**src/rtl/alu_pkg.sv**
```systemverilog
`default_nettype none
// ============================================================================
// Module      : alu_pkg
// Description : Shared ALU constants: unit IDs, result-entry width, ALU_FUN codes.
//               Entry width grows by one bit when ALU_COLLECT_PARITY_EN is defined.
// Revision    : 1.0 - initial release
// ============================================================================
package alu_pkg;

  localparam int UNIT_W    = 2;
  localparam int NUM_UNITS = 4;

  localparam logic [UNIT_W-1:0] UNIT_ARITH = 2'd0;
  localparam logic [UNIT_W-1:0] UNIT_LOGIC = 2'd1;
  localparam logic [UNIT_W-1:0] UNIT_CMP   = 2'd2;
  localparam logic [UNIT_W-1:0] UNIT_SHIFT = 2'd3;

`ifdef ALU_COLLECT_PARITY_EN
  localparam int PAR_W = 1;
`else
  localparam int PAR_W = 0;
`endif

  localparam int DEFAULT_OUT_WIDTH = 16;

  function automatic int entry_width(input int out_w);
    return out_w + UNIT_W + PAR_W;
  endfunction

  localparam int RES_ENTRY_W = entry_width(DEFAULT_OUT_WIDTH);

  typedef enum logic [3:0] {
    ALU_FUN_ADD    = 4'b0000,
    ALU_FUN_SUB    = 4'b0001,
    ALU_FUN_MUL    = 4'b0010,
    ALU_FUN_DIV    = 4'b0011,
    ALU_FUN_AND    = 4'b0100,
    ALU_FUN_OR     = 4'b0101,
    ALU_FUN_NAND   = 4'b0110,
    ALU_FUN_NOR    = 4'b0111,
    ALU_FUN_XOR    = 4'b1000,
    ALU_FUN_XNOR   = 4'b1001,
    ALU_FUN_CMP_EQ = 4'b1010,
    ALU_FUN_CMP_GT = 4'b1011,
    ALU_FUN_CMP_LT = 4'b1100,
    ALU_FUN_SHR    = 4'b1101,
    ALU_FUN_SHL    = 4'b1110,
    ALU_FUN_NOP    = 4'b1111
  } alu_fun_t;

  // Fixed priority: arith > logic > cmp > shift (bit 0 is arith).
  function automatic logic [UNIT_W-1:0] prio_unit(input logic [NUM_UNITS-1:0] flags);
    if (flags[0])      return UNIT_ARITH;
    else if (flags[1]) return UNIT_LOGIC;
    else if (flags[2]) return UNIT_CMP;
    else               return UNIT_SHIFT;
  endfunction

endpackage
`default_nettype wire

```
**src/rtl/alu_result_collector_if.sv**
```systemverilog
`default_nettype none
// ============================================================================
// Module      : alu_result_collector_if
// Description : Function-unit result bus and consumer handshake of the collector.
//               Res_Parity exists only when ALU_COLLECT_PARITY_EN is defined.
// Revision    : 1.0 - initial release
// ============================================================================
interface alu_result_collector_if #(
  parameter int OUT_WIDTH = 16
);
  logic [OUT_WIDTH-1:0] Arith_OUT;
  logic                 Arith_Flag;
  logic [OUT_WIDTH-1:0] Logic_OUT;
  logic                 Logic_Flag;
  logic [OUT_WIDTH-1:0] CMP_OUT;
  logic                 CMP_Flag;
  logic [OUT_WIDTH-1:0] Shift_OUT;
  logic                 Shift_Flag;
  logic                 Res_Ready;
  logic                 Clr_Err;
  logic                 Res_Valid;
  logic [OUT_WIDTH-1:0] Res_Data;
  logic [1:0]           Res_Unit;
  logic                 Overflow;
  logic                 Multi_Err;
`ifdef ALU_COLLECT_PARITY_EN
  logic                 Res_Parity;
`endif

  modport master (
`ifdef ALU_COLLECT_PARITY_EN
    input  Res_Parity,
`endif
    output Arith_OUT, Arith_Flag, Logic_OUT, Logic_Flag,
    output CMP_OUT, CMP_Flag, Shift_OUT, Shift_Flag,
    output Res_Ready, Clr_Err,
    input  Res_Valid, Res_Data, Res_Unit, Overflow, Multi_Err
  );

  modport slave (
`ifdef ALU_COLLECT_PARITY_EN
    output Res_Parity,
`endif
    input  Arith_OUT, Arith_Flag, Logic_OUT, Logic_Flag,
    input  CMP_OUT, CMP_Flag, Shift_OUT, Shift_Flag,
    input  Res_Ready, Clr_Err,
    output Res_Valid, Res_Data, Res_Unit, Overflow, Multi_Err
  );

endinterface
`default_nettype wire

```
**src/rtl/alu_result_fifo.sv**
```systemverilog
`default_nettype none
// ============================================================================
// Module      : alu_result_fifo
// Description : Synchronous FIFO, registered storage and read mux, async active-low reset.
// Revision    : 1.0 - initial release
// ============================================================================
module alu_result_fifo #(
  parameter int WIDTH = 18,
  parameter int DEPTH = 4
) (
  input  wire logic                     CLK,
  input  wire logic                     RST,
  input  wire logic                     i_push,
  input  wire logic [WIDTH-1:0]         i_wr_data,
  input  wire logic                     i_pop,
  output logic      [WIDTH-1:0]         o_rd_data,
  output logic                          o_full,
  output logic                          o_empty,
  output logic      [$clog2(DEPTH):0]   o_count
);
  localparam int PTR_W = $clog2(DEPTH);
  localparam logic [PTR_W:0] c_depth_cnt = (PTR_W+1)'(DEPTH);

  logic [WIDTH-1:0] r_mem [DEPTH];
  logic [PTR_W-1:0] r_wr_ptr;
  logic [PTR_W-1:0] r_rd_ptr;
  logic [PTR_W:0]   r_count;

  logic w_pop_ok;
  logic w_push_ok;

  assign o_full    = (r_count == c_depth_cnt);
  assign o_empty   = (r_count == '0);
  assign o_count   = r_count;
  assign o_rd_data = r_mem[r_rd_ptr];

  // A full FIFO still accepts a write when the head leaves in the same cycle.
  assign w_pop_ok  = i_pop && !o_empty;
  assign w_push_ok = i_push && (!o_full || w_pop_ok);

  always_ff @(posedge CLK or negedge RST) begin
    if (!RST) begin
      for (int i = 0; i < DEPTH; i++) r_mem[i] <= '0;
      r_wr_ptr <= '0;
      r_rd_ptr <= '0;
      r_count  <= '0;
    end else begin
      if (w_push_ok) begin
        r_mem[r_wr_ptr] <= i_wr_data;
        r_wr_ptr        <= r_wr_ptr + 1'b1;
      end
      if (w_pop_ok) r_rd_ptr <= r_rd_ptr + 1'b1;
      case ({w_push_ok, w_pop_ok})
        2'b10:   r_count <= r_count + 1'b1;
        2'b01:   r_count <= r_count - 1'b1;
        default: r_count <= r_count;
      endcase
    end
  end

endmodule
`default_nettype wire

```
**src/rtl/alu_result_collector.sv**
```systemverilog
`default_nettype none
// ============================================================================
// Module      : alu_result_collector
// Description : Captures flagged ALU unit results, tags them by source and queues
//               them for a valid/ready consumer. Optional: ALU_COLLECT_PARITY_EN.
// Revision    : 1.0 - initial release
// ============================================================================
module alu_result_collector
  import alu_pkg::*;
#(
  parameter int OUT_WIDTH = 16,
  parameter int DEPTH     = 4
) (
  input wire logic               CLK,
  input wire logic               RST,
  alu_result_collector_if.slave  bus
);
  localparam int ENTRY_W = entry_width(OUT_WIDTH);
  localparam int CNT_W   = $clog2(DEPTH) + 1;

  logic [NUM_UNITS-1:0] r_flag_q;
  logic                 r_overflow;
  logic                 r_multi_err;

  logic                 w_req;
  logic                 w_multi;
  logic [UNIT_W-1:0]    w_sel_unit;
  logic [OUT_WIDTH-1:0] w_sel_data;
  logic [ENTRY_W-1:0]   w_wr_entry;
  logic [ENTRY_W-1:0]   w_rd_entry;
  logic                 w_full;
  logic                 w_empty;
  logic [CNT_W-1:0]     w_count;
  logic                 w_pop;
  logic                 w_push;
  logic                 w_drop;

  // Flags lead their data by one cycle; registering them aligns the two.
  always_ff @(posedge CLK or negedge RST) begin
    if (!RST) r_flag_q <= '0;
    else      r_flag_q <= {bus.Shift_Flag, bus.CMP_Flag, bus.Logic_Flag, bus.Arith_Flag};
  end

  assign w_req      = |r_flag_q;
  assign w_multi    = (r_flag_q & (r_flag_q - 1'b1)) != '0;
  assign w_sel_unit = prio_unit(r_flag_q);

  always_comb begin
    w_sel_data = bus.Arith_OUT;
    case (w_sel_unit)
      UNIT_LOGIC: w_sel_data = bus.Logic_OUT;
      UNIT_CMP:   w_sel_data = bus.CMP_OUT;
      UNIT_SHIFT: w_sel_data = bus.Shift_OUT;
      default:    w_sel_data = bus.Arith_OUT;
    endcase
  end

`ifdef ALU_COLLECT_PARITY_EN
  assign w_wr_entry = {^w_sel_data, w_sel_unit, w_sel_data};
`else
  assign w_wr_entry = {w_sel_unit, w_sel_data};
`endif

  assign w_pop  = bus.Res_Ready && !w_empty;
  assign w_push = w_req && (!w_full || w_pop);
  assign w_drop = w_req && w_full && !w_pop;

  alu_result_fifo #(
    .WIDTH (ENTRY_W),
    .DEPTH (DEPTH)
  ) u_fifo (
    .CLK       (CLK),
    .RST       (RST),
    .i_push    (w_push),
    .i_wr_data (w_wr_entry),
    .i_pop     (w_pop),
    .o_rd_data (w_rd_entry),
    .o_full    (w_full),
    .o_empty   (w_empty),
    .o_count   (w_count)
  );

  // Sticky errors: a set in the same cycle as Clr_Err wins.
  always_ff @(posedge CLK or negedge RST) begin
    if (!RST) begin
      r_overflow  <= 1'b0;
      r_multi_err <= 1'b0;
    end else begin
      if (w_drop)           r_overflow <= 1'b1;
      else if (bus.Clr_Err) r_overflow <= 1'b0;
      if (w_multi)          r_multi_err <= 1'b1;
      else if (bus.Clr_Err) r_multi_err <= 1'b0;
    end
  end

  assign bus.Res_Valid = (w_count != '0);
  assign bus.Res_Data  = w_rd_entry[OUT_WIDTH-1:0];
  assign bus.Res_Unit  = w_rd_entry[OUT_WIDTH +: UNIT_W];
  assign bus.Overflow  = r_overflow;
  assign bus.Multi_Err = r_multi_err;
`ifdef ALU_COLLECT_PARITY_EN
  assign bus.Res_Parity = w_rd_entry[OUT_WIDTH+UNIT_W];
`endif

endmodule
`default_nettype wire
```
**src/flat_wrapper.sv**
```systemverilog
// flat-port wrapper written by rule: the top's interface ports become plain ports
module alu_result_collector_flat import alu_pkg::*;
#(
  parameter int OUT_WIDTH = 16,
  parameter int DEPTH     = 4
)
  (CLK, RST, bus_Arith_OUT, bus_Arith_Flag, bus_Logic_OUT, bus_Logic_Flag, bus_CMP_OUT, bus_CMP_Flag, bus_Shift_OUT, bus_Shift_Flag, bus_Res_Ready, bus_Clr_Err, bus_Res_Valid, bus_Res_Data, bus_Res_Unit, bus_Overflow, bus_Multi_Err);
  alu_result_collector_if #(.OUT_WIDTH(OUT_WIDTH)) bus_i ();
  input wire logic CLK;
  input wire logic RST;
  input wire logic [$bits(bus_i.Arith_OUT)-1:0] bus_Arith_OUT;
  input wire logic [$bits(bus_i.Arith_Flag)-1:0] bus_Arith_Flag;
  input wire logic [$bits(bus_i.Logic_OUT)-1:0] bus_Logic_OUT;
  input wire logic [$bits(bus_i.Logic_Flag)-1:0] bus_Logic_Flag;
  input wire logic [$bits(bus_i.CMP_OUT)-1:0] bus_CMP_OUT;
  input wire logic [$bits(bus_i.CMP_Flag)-1:0] bus_CMP_Flag;
  input wire logic [$bits(bus_i.Shift_OUT)-1:0] bus_Shift_OUT;
  input wire logic [$bits(bus_i.Shift_Flag)-1:0] bus_Shift_Flag;
  input wire logic [$bits(bus_i.Res_Ready)-1:0] bus_Res_Ready;
  input wire logic [$bits(bus_i.Clr_Err)-1:0] bus_Clr_Err;
  output wire logic [$bits(bus_i.Res_Valid)-1:0] bus_Res_Valid;
  output wire logic [$bits(bus_i.Res_Data)-1:0] bus_Res_Data;
  output wire logic [$bits(bus_i.Res_Unit)-1:0] bus_Res_Unit;
  output wire logic [$bits(bus_i.Overflow)-1:0] bus_Overflow;
  output wire logic [$bits(bus_i.Multi_Err)-1:0] bus_Multi_Err;
  assign bus_i.Arith_OUT = bus_Arith_OUT;
  assign bus_i.Arith_Flag = bus_Arith_Flag;
  assign bus_i.Logic_OUT = bus_Logic_OUT;
  assign bus_i.Logic_Flag = bus_Logic_Flag;
  assign bus_i.CMP_OUT = bus_CMP_OUT;
  assign bus_i.CMP_Flag = bus_CMP_Flag;
  assign bus_i.Shift_OUT = bus_Shift_OUT;
  assign bus_i.Shift_Flag = bus_Shift_Flag;
  assign bus_i.Res_Ready = bus_Res_Ready;
  assign bus_i.Clr_Err = bus_Clr_Err;
  assign bus_Res_Valid = bus_i.Res_Valid;
  assign bus_Res_Data = bus_i.Res_Data;
  assign bus_Res_Unit = bus_i.Res_Unit;
  assign bus_Overflow = bus_i.Overflow;
  assign bus_Multi_Err = bus_i.Multi_Err;
  alu_result_collector #(.OUT_WIDTH(OUT_WIDTH), .DEPTH(DEPTH)) u_core (.CLK(CLK), .RST(RST), .bus(bus_i));
endmodule
```
**config.mk**
```make
export PLATFORM = sky130hd
export DESIGN_NAME = alu_result_collector_flat
export DESIGN_NICKNAME = d
export VERILOG_FILES = /design/src/rtl/alu_pkg.sv /design/src/rtl/alu_result_collector_if.sv /design/src/rtl/alu_result_fifo.sv /design/src/rtl/alu_result_collector.sv /design/src/flat_wrapper.sv
export SDC_FILE = /design/constraint.sdc
export NUM_CORES = 1
export LEC_CHECK = 0
export ABC_AREA = 0
export CORE_UTILIZATION = 47
export DETAILED_ROUTE_END_ITERATION = 12
export PLACE_DENSITY = 0.77
export SLEW_MARGIN = 30
export SYNTH_ARGS = -nofsm -noshare
export SYNTH_HDL_FRONTEND = slang
export SYNTH_SLANG_ARGS = --single-unit
```
**constraint.sdc**
```tcl
create_clock -name CLK -period 2.2 [get_ports CLK]
set_input_delay 0.66 -clock CLK [delete_from_list [all_inputs] [get_ports CLK]]
set_output_delay 0.66 -clock CLK [all_outputs]
set_load 0.01 [all_outputs]
```
# Word level (Yosys, flattened, before mapping)
# Index checks and enable logic that the tools add are counted.
dict set report word_totals {
  wordCells 60
  output_inout_bits 21
  ff_bits 85
  inputBits 72
}
dict set report classes {
  reduce_logical 19
  n_addsub 5
  n_eq_ne 6
  order_cmp 3
  bitwise_logic 3
  mux 14
}
# operator n
set op_table {}
lappend op_table {{72-bit bitwise mux} 1}
lappend op_table {{18-bit 2-to-1 mux} 3}
lappend op_table {{16-bit one-hot mux with 3 select lines} 1}
lappend op_table {{18-bit binary-select mux with 2-bit select} 1}
lappend op_table {{18-bit demux with 2-bit select} 1}
lappend op_table {{1-bit logical AND} 7}
lappend op_table {{2-bit == test, second input constant} 3}
lappend op_table {{3-bit >= comparator, second input constant} 2}
lappend op_table {{2-bit NOT with 3-bit output} 2}
lappend op_table {{3-bit one-hot mux with 2 select lines} 1}
lappend op_table {{2-bit nonzero test} 3}
lappend op_table {{2-bit by 1-bit adder with 2-bit output, second input constant} 2}
lappend op_table {{4-bit bitwise AND} 1}
lappend op_table {{2-bit by 1-bit == test with 1-bit output, second input constant} 2}
lappend op_table {{1-bit 2-to-1 mux} 4}
lappend op_table {{2-bit 2-to-1 mux} 2}
lappend op_table {{4-bit nonzero test} 1}
lappend op_table {{4-bit OR reduction} 1}
lappend op_table {{4-bit by 1-bit subtractor with 4-bit output, second input constant} 1}
lappend op_table {{3-bit by 1-bit adder with 3-bit output, second input constant} 1}
lappend op_table {{3-bit == test, second input constant} 1}
lappend op_table {{1-bit logical NOT} 3}
lappend op_table {{3-bit logical NOT} 1}
lappend op_table {{3-bit by 1-bit less-than comparator with 1-bit output, second input constant} 1}
lappend op_table {{3 further kinds} 4}

# Depth between registers and ports, before layout
dict set report logic_depth {
  word_depth 8
  mapped_depth 9
  ltp_nobuf 8
}

# Hierarchy
# Synthesis repeated with hierarchy kept, for this count alone.
dict set report hier_totals {
  hier_cells 304
  hier_area_um2 4375.4
}
# module cells_each area_per_inst_um2 n_inst
set by_module_without_submodules {}
lappend by_module_without_submodules {alu_result_fifo 211 3529.6 1}
lappend by_module_without_submodules {alu_result_collector 93 845.8 1}

# Worst setup path before layout
# Ideal clock, no wire load.
dict set report synth_path {
  kind {input -> register}
  startpoint {in bus_Res_Ready}
  endpoint {reg u_core.u_fifo.r_count[2], in the netlist u_core.u_fifo.o_count[2]}
  t_required_ns 2.121
  t_arrival_ns 2.370
  stages 9
  path_slack_ns -0.249
  path_cell_list {or4b_4 -> buf_6 -> nand2_1 -> ha_1 -> inv_1 -> fa_1 -> xor2_1 -> nor2_1 -> xor2_1}
}
dict set report synth_between {
  elab_chain_cells 6
  elab_cells_between_ends 10
}
# element line_no
set synth_lines {}
lappend synth_lines {{start: declaration} flat_wrapper.sv:19} ;# input wire logic [$bits(bus_i.Res_Ready)-1:0] bus_Res_Ready;
lappend synth_lines {{1-bit logical AND *} alu_result_collector.sv:64} ;# assign w_pop = bus.Res_Ready && !w_empty;
lappend synth_lines {{1-bit logical OR / 1-bit logical AND (equally long branches)} {alu_result_collector.sv:65, alu_result_fifo.sv:38}}
lappend synth_lines {{1-bit logical AND / 1-bit logical OR (equally long branches)} {alu_result_collector.sv:65, alu_result_fifo.sv:39}}
lappend synth_lines {{1-bit logical AND} alu_result_fifo.sv:39} ;# assign w_push_ok = i_push && (!o_full || w_pop_ok);
lappend synth_lines {{2-bit by 1-bit == test with 1-bit output / 2-bit == test (equally long branches)} alu_result_fifo.sv:53} ;# case ({w_push_ok, w_pop_ok})
lappend synth_lines {{3-bit one-hot mux with 2 select lines / 2-bit nonzero test (equally long branches)} --}
lappend synth_lines {{end signal: assignment} alu_result_fifo.sv:54} ;# 2'b10: r_count <= r_count + 1'b1;
lappend synth_lines {{end signal: assignment} alu_result_fifo.sv:55} ;# 2'b01: r_count <= r_count - 1'b1;
lappend synth_lines {{end signal: assignment} alu_result_fifo.sv:56} ;# default: r_count <= r_count;
lappend synth_lines {{end: declaration} alu_result_fifo.sv:27} ;# logic [PTR_W:0] r_count;
# Every way passes the cells marked *; elsewhere a longest branch is shown, timed or not.
# A chain may end at the register's enable or synchronous reset.

# Worst setup path in the final report
dict set report layout_path {
  startpoint {reg u_core.u_fifo.r_rd_ptr[0]}
  endpoint {out bus_Res_Unit[0]}
}
dict set report layout_between {
  elab_chain_cells 4
}
# element line_no
set layout_lines {}
lappend layout_lines {{start: declaration} alu_result_fifo.sv:26} ;# logic [PTR_W-1:0] r_rd_ptr;
lappend layout_lines {{start signal: assignment} alu_result_fifo.sv:52} ;# if (w_pop_ok) r_rd_ptr <= r_rd_ptr + 1'b1;
lappend layout_lines {{2-bit NOT with 3-bit output (implied by the code)} alu_result_fifo.sv:35} ;# assign o_rd_data = r_mem[r_rd_ptr];
lappend layout_lines {{18-bit binary-select mux with 2-bit select} alu_result_fifo.sv:35}
lappend layout_lines {{18-bit 2-to-1 mux (implied by the code) (2 in a row)} alu_result_fifo.sv:35}
lappend layout_lines {{end: declaration} flat_wrapper.sv:23} ;# output wire logic [$bits(bus_i.Res_Unit)-1:0] bus_Res_Unit;
# Every way passes these cells. The select of a mux whose other input is x is not followed.

==> results.yml <==
global_routing:
  grt_max_degree: 37
  grt_use_total_pct: 21.8
  grt_pass1_vias: 3173
  grt_overflow: 0
  grt_pass1_wl_um: 16300
  antenna_found_initial: 0
timing:
  setup_slack_ns: -0.147
  fin_worst_skew_ns: 0.00586
  setup_viol: 18
  timing.final.hold_violations: 0
  tightest_slew_ns: 0.585
  max_freq_mhz: 426
  finalCriticalPeriod_ns: 2.35
  relSlewSlack_pct: 61.0
  rsz0062_at_grt: "yes"
  finalCritPeriodShare_pct: 107
  holdWs_ns: 0.269
  slew_viol_final: 0
logic_synthesis:
  yosysSeqAreaShare_pct: 47.7
  syn-cell-area_mm2: 0.00446
  syn-num-nets: 377
  ys_warn_count: 0
  yosysUniqueCellTypes: 28
  ys_seq_elements: 85
  yosysTopAreaCell: "dfrtp_1"
  synth_area_leaders: "dfrtp_1 48%, mux2_4 13%, mux4_2 9.1%, mux2_2 7.8%, mux2i_1 3.8%"
  avgSynthCellArea_um2: 14.9
  synth.top_cell.area_share_pct: 47.7
  postSynthCellCount: 299
final_layout:
  fin_nets: 510
  syn2layout_area_growth_pct: 36.8
  drive_gt1_share_pct: 41.3
  n_antenna_cell: 0
drt:
  ant_nets: 0
  drt_iter0_markers: 143
  wl_per_cell_um: 18.4
  routed-via-count: 2924
  drtPass1Iterations: 8
  totalWireLength_um: 10100
  drc: 0
  viasPerCell: 5.35
clock_network:
  ctsHoldBuffers: 0
  cts_buffers: 9
  clk_path_buf_depth: 2
  cts_root_buffer: "clkbuf_8"
  cts_max_level: 3
  insertion_delay_ns: 0.34
  clock_sinks: 85
  clk_pin_slew_ns: 0.08
  tritoncts: "done"
critical_path:
  crit_start: "u_core.u_fifo.r_rd_ptr[0]"
  cp-end-kind: "output port"
  critPathMaxStageDelay_ns: 0.53
  cp.arrival_ns: 1.69
  crit_path_start_kind: "flop"
  cp.required_ns: 1.54
  timing.rr.start: "u_core.r_flag_q[3]"
  cp_max_fo: 4
  crit_slowest_cell: "mux4_2"
  rr_worst_depth: 8
  critical_path.cell_chain: "buf_12, buf_12, mux4_2, buf_6"
  crit_top_cell: "buf_12"
  criticalPathCategory: "reg -> out"
die:
  core-area_mm2: 0.00920
  io-pin-count: 93
  dieArea_mm2: 0.00988
  start_util_pct: 48.5
  fp-row-count: 35
  fp.dieW_um: 99.4
  dieHeight_um: 99.4
status:
  status: "complete, but fails checks"
  violations: "negative setup slack"
run:
  cap_viol_max_count: 0
power_and_ir_drop:
  ir_drop_mv: 0.563
  p_total_mw: 8.76
  p_leak_nw: 2.84
  p_per_area_mw_per_mm2: 1440
place:
  dp_hpwl_um: 7010
  gp_congestion: 0.700
  io_buffer_count: 92
min_path:
  worstHoldPathType: "in -> async"
[worst paths after layout]
check	to	slack, ns
worst max-delay path	bus_Res_Unit[0]	-0.15
min in group CLK	u_core.u_fifo.r_mem[12]	0.50
worst max register to register	u_core.u_fifo.o_count[2]	0.06
max in group asynchronous	u_core.u_fifo.o_count[2]	1.27
worst min-delay path	u_core.u_fifo.o_count[0]	0.27
worst min register to register	u_core.u_fifo.r_mem[12]	0.50
[registers in the layout, summed over array words and instances (netlist names)]
name and count:
u_core.bus.Multi_Err 1, u_core.u_fifo.r_rd_ptr 2, u_core.u_fifo.r_mem 72, u_core.r_flag_q 4, u_core.bus.Overflow 1, u_core.u_fifo.r_wr_ptr 2
u_core.u_fifo.o_count 3
[cells by family (layout without fill, tap and decap cells)]
family	Yosys count	after routing	synth area share (%)
buffers and inverters	59	196	7.21
and+or+nand+nor	14	14	2.89
adders and majority gates	7	7	2.08
AOI/OAI and AO/OA	20	20	4.21
DFF	85	85	47.7
muxes	108	108	34.7
xor gates and xnor gates	6	6	1.18
[synth_stat cells]
| cell | count |
|---|---|
| xor2_1 | 3 |
| buf_12 | 4 |
| clkbuf_1 | 6 |
| dfrtp_1 | 85 |
| a21oi_1 | 1 |
| o31a_2 | 1 |
| nand2_1 | 2 |
| ha_1 | 5 |
| fa_1 | 1 |
| maj3_1 | 1 |
| a222oi_1 | 16 |
| or3_2 | 1 |
| mux2_1 | 2 |
| nor3_1 | 1 |
| xnor2_1 | 3 |
| mux4_2 | 18 |
| or4_1 | 1 |
| nor2b_1 | 1 |
| buf_6 | 4 |
| buf_2 | 4 |
| nand3_4 | 4 |
| nor2_1 | 3 |
| mux2_4 | 40 |
| or4b_4 | 1 |
| mux2i_1 | 17 |
| mux2_2 | 31 |
| o22ai_1 | 2 |
| inv_1 | 41 |
[worst max-delay path: cells and delay by family (launching register included)]
family,cells,cell delay (ns)
multiplexers,1,0.53
buffers and inverters,3,0.40
flip-flops,1,0.41
[routing by layer]
metal,up-vias,routed length [um],GRT usage [%]
met3,11,696,4.15
met5,-,0,0
met2,110,5010,37.1
met1,1454,4250,28.7
li1,1349,-,-
met4,0,123,6.22
[cell type report]
cell class	count	area [um2]
clock inverters	4	73.8
flip-flops and latches	85	2130
clock buffers	11	131
multi-input cells	155	2030
inverters	41	154
well taps	111	139
repair buffers	140	1440
fillers	647	3100
[placed cells by master (no fill, tap or decap), types with 2 or more instances in the layout]
master | Yosys | routed
inv_1 | 41 | 40
o22ai_1 | 2 | 2
xnor2_1 | 3 | 3
mux2_1 | 2 | 2
buf_6 | 4 | 20
bufinv_16 | 0 | 2
xor2_1 | 3 | 3
clkbuf_1 | 6 | 2
nor2_1 | 3 | 3
mux2_4 | 40 | 40
buf_4 | 0 | 35
mux2_2 | 31 | 31
clkbuf_8 | 0 | 9
buf_12 | 4 | 11
mux2i_1 | 17 | 17
a222oi_1 | 16 | 16
dfrtp_1 | 85 | 85
nand3_4 | 4 | 4
clkdlybuf4s50_1 | 0 | 71
ha_1 | 5 | 4
mux4_2 | 18 | 18
[power by group]
part           internal, mW  switching, mW  leakage (nW)
clock                 0.635          0.531         0.103
sequential             2.33          0.434         0.979
combinational          3.11           1.72          1.76
total                  6.07           2.68          2.84
[timing repair]
action / 4_1_cts / 5_1_grt
pin swaps: 4 / 4
endpoints found under the setup margin: 20 / 20
resized for setup: 89 / 10
buffers inserted: 8 / 1
[metrics by stage]
stage / TNS (ns) / setup slack (ns) / instance area [um2] / utilization, % / cells
6_report: -2.04 / -0.147 / 6100 / 66.3 / 547
5_1_grt: -2.98 / -0.202 / 6100 / 66.3 / 547
4_1_cts: -2.04 / -0.140 / 6070 / 66.0 / 547
3_5_place_dp: -23.64 / -0.458 / 5770 / 62.7 / 524
3_3_place_gp: -22.90 / -0.435 / 5770 / 62.7 / 524
2_1_floorplan: -0.122 / -0.115 / 4480 / - / 299
No activity file was read; power rests on OpenSTA's default activity.
